### config.mk
export PLATFORM = sky130hd
export DESIGN_NAME = register_file_write_scheduler
export DESIGN_NICKNAME = d
export VERILOG_FILES = /design/src/rtl/register_file_scheduler_pkg.sv /design/src/rtl/round_robin_arbiter.sv /design/src/rtl/register_file_write_scheduler.sv
export SDC_FILE = /design/constraint.sdc
export NUM_CORES = 1
export LEC_CHECK = 0
export ABC_CLOCK_PERIOD_IN_PS = 7000
export BUFFER_PORTS_ARGS = -buffer_cell sky130_fd_sc_hd__buf_2
export CORE_UTILIZATION = 52
export CTS_CLUSTER_SIZE = 30
export DETAILED_ROUTE_END_ITERATION = 8
export PLACE_DENSITY = 0.81
export REMOVE_ABC_BUFFERS = 1
export SLEW_MARGIN = 20
export SYNTH_ARGS = -nofsm -noshare
export SYNTH_HDL_FRONTEND = slang
export SYNTH_SLANG_ARGS = --single-unit
### constraint.sdc
create_clock -name clk -period 7 [get_ports clk]
set_input_delay 0.7 -clock clk [delete_from_list [all_inputs] [get_ports clk]]
set_output_delay 0.7 -clock clk [all_outputs]
set_load 0.01 [all_outputs]
### src/rtl/register_file_scheduler_pkg.sv
// Shared definitions for the register file write scheduler.
//   NUM_WRITE_REQUESTERS : number of requesters competing for the general write port
//   write_requester_t    : requester index names (slice order on the packed request ports)
//   STACK_REGISTER       : register written by the dedicated stack port
package register_file_scheduler_pkg;

  localparam int NUM_WRITE_REQUESTERS = 3;

  typedef enum logic [1:0] {
    EXECUTE = 2'd0,
    LOAD    = 2'd1,
    RECEIVE = 2'd2
  } write_requester_t;

  localparam int STACK_REGISTER = 0;

endpackage

### src/rtl/round_robin_arbiter.sv
// N-way round-robin arbiter, purely combinational.
//   request      : raw request vector
//   eligible     : mask; a request is considered only where its mask bit is 1
//   pointer      : index where the search starts (highest priority this cycle)
//   grant        : one-hot grant, or zero when nothing is eligible
//   next_pointer : granted index + 1 (mod N), or pointer unchanged when no grant
module round_robin_arbiter #(
  parameter int N  = 3,
  parameter int PW = (N > 1) ? $clog2(N) : 1
) (
  input  logic [N-1:0]  request,
  input  logic [N-1:0]  eligible,
  input  logic [PW-1:0] pointer,
  output logic [N-1:0]  grant,
  output logic [PW-1:0] next_pointer
);

  always_comb begin
    // NOTE: every output and temporary gets a default before the loop so no
    // path leaves a value unassigned, which would infer a latch.
    int  idx;
    logic found;
    idx          = 0;
    found        = 1'b0;
    grant        = '0;
    next_pointer = pointer;
    for (int k = 0; k < N; k++) begin
      idx = (int'(pointer) + k) % N;
      if (!found && request[idx] && eligible[idx]) begin
        found        = 1'b1;
        grant[idx]   = 1'b1;
        next_pointer = PW'((idx + 1) % N);
      end
    end
  end

endmodule

### src/rtl/register_file_write_scheduler.sv
// Write scheduler for general_purpose_register_file.
//   request_valid/address/data : three writeback requesters (execute, load, receive)
//   request_ready              : combinational round-robin grant, one-hot or zero
//   stack_valid/data/ready     : stack port writing register 0, always accepted
//   reserve_enable/address     : decode reserves a destination register
//   reserve_blocked            : reservation target is already busy
//   register_busy              : registered per-register pending-write scoreboard
//   general_register_write_enable, address_3, general_register_write_data :
//                                registered general-port drive (grant + 1 cycle)
//   stack_write_enable, stack_register_write_data :
//                                registered stack-port drive (valid + 1 cycle)
module register_file_write_scheduler
  import register_file_scheduler_pkg::*;
#(
  parameter int ADDR_WIDTH_RF = 3,
  parameter int DATA_WIDTH    = 8
) (
  input  logic                                         clk,
  input  logic                                         reset_n,
  input  logic [NUM_WRITE_REQUESTERS-1:0]              request_valid,
  input  logic [NUM_WRITE_REQUESTERS*ADDR_WIDTH_RF-1:0] request_address,
  input  logic [NUM_WRITE_REQUESTERS*DATA_WIDTH-1:0]   request_data,
  output logic [NUM_WRITE_REQUESTERS-1:0]              request_ready,
  input  logic                                         stack_valid,
  input  logic [DATA_WIDTH-1:0]                        stack_data,
  output logic                                         stack_ready,
  input  logic                                         reserve_enable,
  input  logic [ADDR_WIDTH_RF-1:0]                     reserve_address,
  output logic                                         reserve_blocked,
  output logic [2**ADDR_WIDTH_RF-1:0]                  register_busy,
  output logic                                         general_register_write_enable,
  output logic [ADDR_WIDTH_RF-1:0]                     address_3,
  output logic [DATA_WIDTH-1:0]                        general_register_write_data,
  output logic                                         stack_write_enable,
  output logic [DATA_WIDTH-1:0]                        stack_register_write_data
);

  localparam int NUM_REGS = 2**ADDR_WIDTH_RF;
  localparam int PTR_W    = $clog2(NUM_WRITE_REQUESTERS);

  logic [NUM_WRITE_REQUESTERS-1:0] eligible;
  logic [NUM_WRITE_REQUESTERS-1:0] grant;
  logic [PTR_W-1:0]                rr_pointer;
  logic [PTR_W-1:0]                next_pointer;
  logic [ADDR_WIDTH_RF-1:0]        grant_address;
  logic [DATA_WIDTH-1:0]           grant_data;
  logic [NUM_REGS-1:0]             busy_next;

  // A requester aiming at the stack register loses to a concurrent stack write.
  // Masking it out (rather than granting and dropping) keeps the pointer in
  // place, so it retains its round-robin position for the retry.
  always_comb begin
    eligible = '0;
    for (int i = 0; i < NUM_WRITE_REQUESTERS; i++) begin
      eligible[i] = !(stack_valid &&
                      request_address[i*ADDR_WIDTH_RF +: ADDR_WIDTH_RF] == ADDR_WIDTH_RF'(STACK_REGISTER));
    end
  end

  round_robin_arbiter #(
    .N  (NUM_WRITE_REQUESTERS),
    .PW (PTR_W)
  ) u_arbiter (
    .request      (request_valid),
    .eligible     (eligible),
    .pointer      (rr_pointer),
    .grant        (grant),
    .next_pointer (next_pointer)
  );

  // One-hot grant selects the winning address/data by AND-OR.
  always_comb begin
    grant_address = '0;
    grant_data    = '0;
    for (int i = 0; i < NUM_WRITE_REQUESTERS; i++) begin
      if (grant[i]) begin
        grant_address = grant_address | request_address[i*ADDR_WIDTH_RF +: ADDR_WIDTH_RF];
        grant_data    = grant_data    | request_data[i*DATA_WIDTH +: DATA_WIDTH];
      end
    end
  end

  // Clear first, then set, so a same-cycle reservation of the register being
  // written leaves it busy.
  always_comb begin
    busy_next = register_busy;
    if (|grant)         busy_next[grant_address]   = 1'b0;
    if (reserve_enable) busy_next[reserve_address] = 1'b1;
  end

  assign request_ready   = grant;
  assign stack_ready     = 1'b1;
  assign reserve_blocked = reserve_enable & register_busy[reserve_address];

  // NOTE: sequential state uses non-blocking assignments so every register
  // samples pre-edge values regardless of statement order.
  always_ff @(posedge clk or negedge reset_n) begin
    if (!reset_n) begin
      rr_pointer                    <= '0;
      register_busy                 <= '0;
      general_register_write_enable <= 1'b0;
      address_3                     <= '0;
      general_register_write_data   <= '0;
      stack_write_enable            <= 1'b0;
      stack_register_write_data     <= '0;
    end else begin
      rr_pointer                    <= next_pointer;
      register_busy                 <= busy_next;
      general_register_write_enable <= |grant;
      if (|grant) begin
        address_3                   <= grant_address;
        general_register_write_data <= grant_data;
      end
      stack_write_enable            <= stack_valid;
      if (stack_valid) begin
        stack_register_write_data   <= stack_data;
      end
    end
  end

endmodule

# --- Word-level counts from Yosys, hierarchy flattened ---
# Index checks and enable logic that the tools add are counted.
classes:
  order_cmp: 10
  n_addsub: 5
  n_reduce_logical: 23
  div_mod_pow: 6
  mux: 46
  n_bitwise: 10
op_table:
  columns: ["cell", "count"]
  rows:
  - ["$mod 32x3->32 const B", 5]
  - ["$add 32x2->32 const B", 3]
  - ["$ge 32x1->1 const B", 3]
  - ["$lt 32x4->1 const B", 3]
  - ["$mux 8", 5]
  - ["$mod 3x3->32 const B", 1]
  - ["$or 8x8->8", 3]
  - ["$mux 1", 20]
  - ["$mux 3", 6]
  - ["$logic_and 1x1->1", 13]
  - ["$bmux 1 s2", 6]
  - ["$or 3x3->3", 4]
  - ["$logic_not 3->1", 3]
  - ["$and 8x8->8", 1]
  - ["$lt 3x4->1 const B", 2]
  - ["$not 8->8", 1]
  - ["$demux 1 s2", 3]
  - ["$demux 1 s3", 2]
  - ["$ge 3x1->1 const B", 2]
  - ["$mux 2", 3]
  - ["$logic_not 1->1", 5]
  - ["$add 2x1->3 const B", 1]
  - ["$add 2x2->3 const B", 1]
  - ["$bmux 1 s3", 1]
  - ["3 further kinds", 3]
totals:
  word_cells: 107
  register_bits: 31
  in_bits: 51
  output_inout_bits: 34

# --- Logic depth before layout (Yosys ltp) ---
logic_depth:
  depth_word: 30
  ltp_mapped: 28

# --- By module ---
# Synthesis repeated with hierarchy kept, for this count alone.
hier_totals:
  cells_unflattened: 152
  hier_area_um2: 1690.4
modules_own_cells:
  columns: ["mod", "area_per_inst_um2", "instances", "seq_area_each_um2", "cells_each"]
  rows:
  - ["register_file_write_scheduler", 1383.8, 1, 775.7, 115]
  - ["round_robin_arbiter", 306.5, 1, 0.0, 37]

# --- Worst setup path after synthesis ---
# No wires, ideal clock.
synth_path:
  path_kind: "input to register"
  startpoint: "in stack_valid"
  endpoint: "reg rr_pointer[1]"
  setup_time_ns: 0.104
  t_arrival_ns: 5.897
  path_stages: 25
  path_slack_ns: 0.999
  required_time_ns: 6.896
  path_cell_list: "buf_4 > nor4b_4 > nand2b_1 > maj3_1 > o211ai_2 > inv_1 > ha_1 > or3_1 > a2111oi_4 > a21oi_2 > xnor2_1 > nor2_1 > ha_1 > clkbuf_1 > nor2_1 > xnor2_1 > ha_1 > nor3_1 > a21oi_2 > nor2_1 > xnor2_1 > ha_1 > xor2_1 > a311o_1 > o311ai_1"
synth_via:
  elab_chain_len: 15
  elab_cells_between_ends: 27
  cone_classes: "mux: 13; reduce/logical: 14"
synth_rtl:
  columns: ["item", "line", "source"]
  rows:
  - ["from (decl)", "register_file_write_scheduler.sv:24", "input logic stack_valid,"]
  - ["$logic_and 1x1->1", "register_file_write_scheduler.sv:55", "eligible[i] = !(stack_valid &&"]
  - ["$logic_not 1->1", "register_file_write_scheduler.sv:55", null]
  - ["$bmux 1 s2", "round_robin_arbiter.sv:29", "if (!found && request[idx] && eligible[idx]) begin"]
  - ["$mux 1 (implied by the code) (2 in series)", "round_robin_arbiter.sv:29", null]
  - ["$logic_and 1x1->1", "round_robin_arbiter.sv:29", null]
  - ["$mux 1", "round_robin_arbiter.sv:29", null]
  - ["$logic_not 1->1", "round_robin_arbiter.sv:29", null]
  - ["$logic_and 1x1->1 (2 in series)", "round_robin_arbiter.sv:29", null]
  - ["$mux 1", "round_robin_arbiter.sv:29", null]
  - ["$logic_not 1->1", "round_robin_arbiter.sv:29", null]
  - ["$logic_and 1x1->1 (2 in series)", "round_robin_arbiter.sv:29", null]
  - ["$reduce_bool 3->1 (no line) or $mux 2 (tied branches)", null, null]
  - ["to (signal assigned)", "register_file_write_scheduler.sv:107", "rr_pointer <= next_pointer;"]
  - ["to (decl)", "register_file_write_scheduler.sv:43", "logic [PTR_W-1:0] rr_pointer;"]
# Several ways; a longest one is shown, not always the timed one. The select of a mux whose other input is x is not followed.
# A chain may end at the register's enable or synchronous reset.

# --- Worst setup path in the final report ---
layout_path:
  startpoint: "reg rr_pointer[1]"
  endpoint: "reg rr_pointer[1]"
layout_via:
  elab_chain_len: 14
  elab_cells_between_ends: 42
  cone_classes: "add/sub: 5; div: 6; mux: 23; reduce/logical: 8"
layout_rtl:
  columns: ["item"]
  rows:
  - ["branches (longest 14 deep; another with $mod 32x3->32)"]
# Parallel ways; which one is timed is not known. The select of a mux whose other input is x is not followed.

==> run_results.csv <==
group,metric,value,unit
yosys,synth_adder_area_share,8.129,%
yosys,synthMuxAreaShare,6.790,%
pwr,p_int,951.8,uW
worst_setup_path,worstSetupPathType,"reg2reg",
sta,fin_ws,0.5670,ns
routing,wl,7036,microns
layout,post-route-cell-area,3288,sq um
yosys,synthesis.area,2709,sq um
sta,final_hold_viol_count,0,
yosys,synth_xor_area_share,3.926,%
clock_tree,clockRootBuffer,"clkbuf_8",
clock_tree,max-clock-path-buffers,2,
routing,drtAntennaViolNets,0,
layout,nFillCells,383,
placed_design,io_buffers,83,
sta,period_share,91.90,%
placed_design,hpwl,5453,microns
grt,antenna_found_initial,0,
floorplan,std_cell_rows,25,
clock_tree,cts.clk_slew.worst_paths,0.07,ns
pwr,power_frac_comb,75.0,%
yosys,yosysUniqueCellTypes,70,
worst_setup_path,crit_path_start_kind,"flip-flop",
floorplan,dieHeight,74.18,microns
pwr,powerDensity,579.5,nW/um^2
worst_setup_path,worst_setup_path_startpoint,"rr_pointer[1]",
worst_setup_path,worstPathRequired,7.18,ns
run_status,outcome,"finished, final reports clean",
clock_tree,clock_sinks,31,
grt,track_usage,27.42,%
hold_path,worstHoldPathType,"in2async",
grt,grt_max_degree,32,
grt,grt.overflow.total,0,
sta,timing.fmax,155.4,MHz
routing,dr_total_vias,2677,
sta,tns,0,ns
pwr,p_leak,0.001483,uW
layout,layout-drive-gt1-share,36.05,%
yosys,synth_top_family_by_area,"compound AO/OA/AOI/OAI gates",
clock_tree,cts_buffers,5,
sta,fin_worst_skew,0.007347,ns
clock_tree,cts_max_level,2,
grt,grt_pass1_vias,2502,
yosys,ys_seq_area_share,28.64,%
sta,slew_headroom,40.51,%
job,max_cap_viol_count,0,
routing,firstDrtPassIters,8,
clock_tree,clk_latency,0.29,ns
yosys,synthSimpleGateAreaFrac,19.12,%
worst_setup_path,worstPathArrival,6.61,ns
worst_setup_path,reg2reg_from,"rr_pointer[1]",
yosys,ys_warn_count,0,
yosys,ys_ff_latch,31,
worst_setup_path,endpoint_kind,"flip-flop",
worst_setup_path,crit_end,"rr_pointer[1]",
yosys,synth_compound_area_share,28.50,%
sta,slew_violations,0,
floorplan,num_io_pins,85,
sta,tightest_slew,0.8831,ns
routing,via_per_inst,5.989,
routing,wl_per_cell,15.74,microns
pwr,power_frac_seq,16.5,%
layout,final_cell_mix,"buf_2 (83), dfrtp_1 (31), o21ai_0 (28)",
yosys,postSynth.asyncResetShare,100.0,%
layout,antenna_cells,0,
routing,drt-initial-drc-count,242,
grt,grt_pass1_wl,11470,microns
layout,syn_to_final_growth,21.39,%
sta,finalSetupViolCount,0,
floorplan,die_w,74.18,microns
layout,final_common_cell,"buf_2",
pwr,p_clk_share,8.6,%
layout,fin_util,67.38,%
floorplan,floorplan.initialDensity,55.51,%
yosys,synth_enable_flop_cells,0,
sta,holdWs,0.4480,ns
floorplan,core_region_area,4880,sq um
floorplan,dieArea,5502,sq um
pwr,p_sw,953.9,uW
routing,drc_errors,0,
sta,rsz0062_at_grt,"no",
placed_design,dp_slack,0.4633,ns
placed_design,gp_congestion,0.8839,
worst_setup_path,r2r_slack,0.57,ns
yosys,yosysTopAreaCellShare,28.64,%
clock_tree,cts_tree,"done",
yosys,ys_top_cells_by_area,"dfrtp_1 (29%), ha_1 (7.4%), o21ai_0 (5.2%)",
worst_setup_path,reg2reg_depth,24,
yosys,ys.flop_type,"dfrtp_1",
worst_setup_path,r2r-end,"rr_pointer[1]",
pwr,irDropWorstVdd,0.2708,mV
yosys,yosysTopAreaCell,"dfrtp_1",
worst_setup_path,critPathMaxFanout,14,
pwr,switching_share,50.05,%
placed_design,placed_area,3173,sq um
sta,period_needed,6.433,ns
layout,multiInputGateArea,1815,sq um
layout,layout.nets,446,
yosys,synth_cells,298,
yosys,synth.avg_cell_area,9.090,sq um
layout,regArea,775.7,sq um
synthesized netlist by cell type, types with 3 or more instances:
master	n
mux2_2	8
nor2b_1	3
a21o_1	4
a21oi_2	3
nor3_1	7
a222oi_1	11
nor2_1	20
o21ai_2	3
inv_1	21
a21oi_1	12
xnor2_1	6
xor2_1	3
or3_1	3
o21ai_0	28
nand2b_1	9
ha_1	16
nand2_1	25
dfrtp_1	31
o31ai_1	3
clkbuf_1	8
o211ai_1	3
nand3_1	10
power by group through the flow:
stage | Combinational, uW | Clock [uW] | Sequential [uW]
2_1_floorplan | 1040 | 0 | 336
3_3_place_gp | 1380 | 0 | 312
3_5_place_dp | 1400 | 0 | 313
4_1_cts | 1410 | 165 | 313
5_1_grt | 1580 | 172 | 323
6_report | 1430 | 163 | 314
final cells by class:
cell class / instances / area share (%)
Multi-Input combinational cell: 235 / 55.21
Inverter: 21 / 2.397
Clock inverter: 1 / 0.2283
Clock buffer: 7 / 2.930
Sequential cell: 31 / 23.59
Timing Repair Buffer: 85 / 13.09
Tap cell: 67 / 2.549
critical path, cell delays in order (launching register included):
cell and delay, ns:
dfrtp_1 0.49, inv_1 0.20, ha_1 0.51, inv_1 0.23, o311ai_1 0.49, o211ai_4 0.20, inv_1 0.20, ha_1 0.35
or3_1 0.40, a21o_1 0.20, a21oi_2 0.24, xnor2_1 0.20, nor2_1 0.08, ha_1 0.34, nor2_1 0.27, xnor2_1 0.11
ha_1 0.23, nor3_1 0.25, a21oi_2 0.12, nor2_1 0.21, xnor2_1 0.15, ha_1 0.26, xor2_1 0.16, a311o_1 0.32
o311ai_1 0.09
worst min-delay path by stage:
| stage | startpoint | endpoint | cells past startpoint |
|---|---|---|---|
| finish | reset_n | stack_register_write_data[7] | 1 |
| detailed placement | address_3[0] | address_3[0] | 1 |
| floorplan | reset_n | address_3[0] | 0 |
| global placement | address_3[0] | address_3[0] | 1 |
| global route | reset_n | stack_register_write_data[6] | 1 |
| CTS | reset_n | stack_register_write_data[7] | 1 |
cell families after synthesis:
kind of cell    Yosys count
other cells               1
flops                    31
buf+inv                  32
xor+xnor                 10
simple gates             94
fa+ha+maj                18
mux                      14
compound gates           98
metrics by stage:
stage / instances / total power [uW]
after floorplan: 287 / 1372
after global placement: 439 / 1694
after detailed placement: 439 / 1716
after CTS: 447 / 1889
after global routing: 447 / 2077
final: 447 / 1906
flip-flops by register name, indices dropped and copies added, names as in the netlist:
| register | flops |
|---|---|
| rr_pointer | 2 |
| general_register_write_enable | 1 |
| general_register_write_data | 8 |
| register_busy | 8 |
| stack_register_write_data | 8 |
| address_3 | 3 |
| stack_write_enable | 1 |
repair_timing:
action / in CTS / in global routing
setup endpoints to repair: 0 / 1
buffers inserted: 0 / 0
gates resized for setup: 0 / 2
hold buffers: 0 / 0
layer usage:
layer / GRT usage (%) / vias up / part of all wire, %
li1: - / 1286 / -
met1: 36.26 / 1273 / 44
met2: 44.85 / 107 / 47
met3: 6.775 / 11 / 6.9
met4: 7.265 / 0 / 1.4
met5: 0 / - / 0
Note: power is estimated with default switching activity, not from simulation.
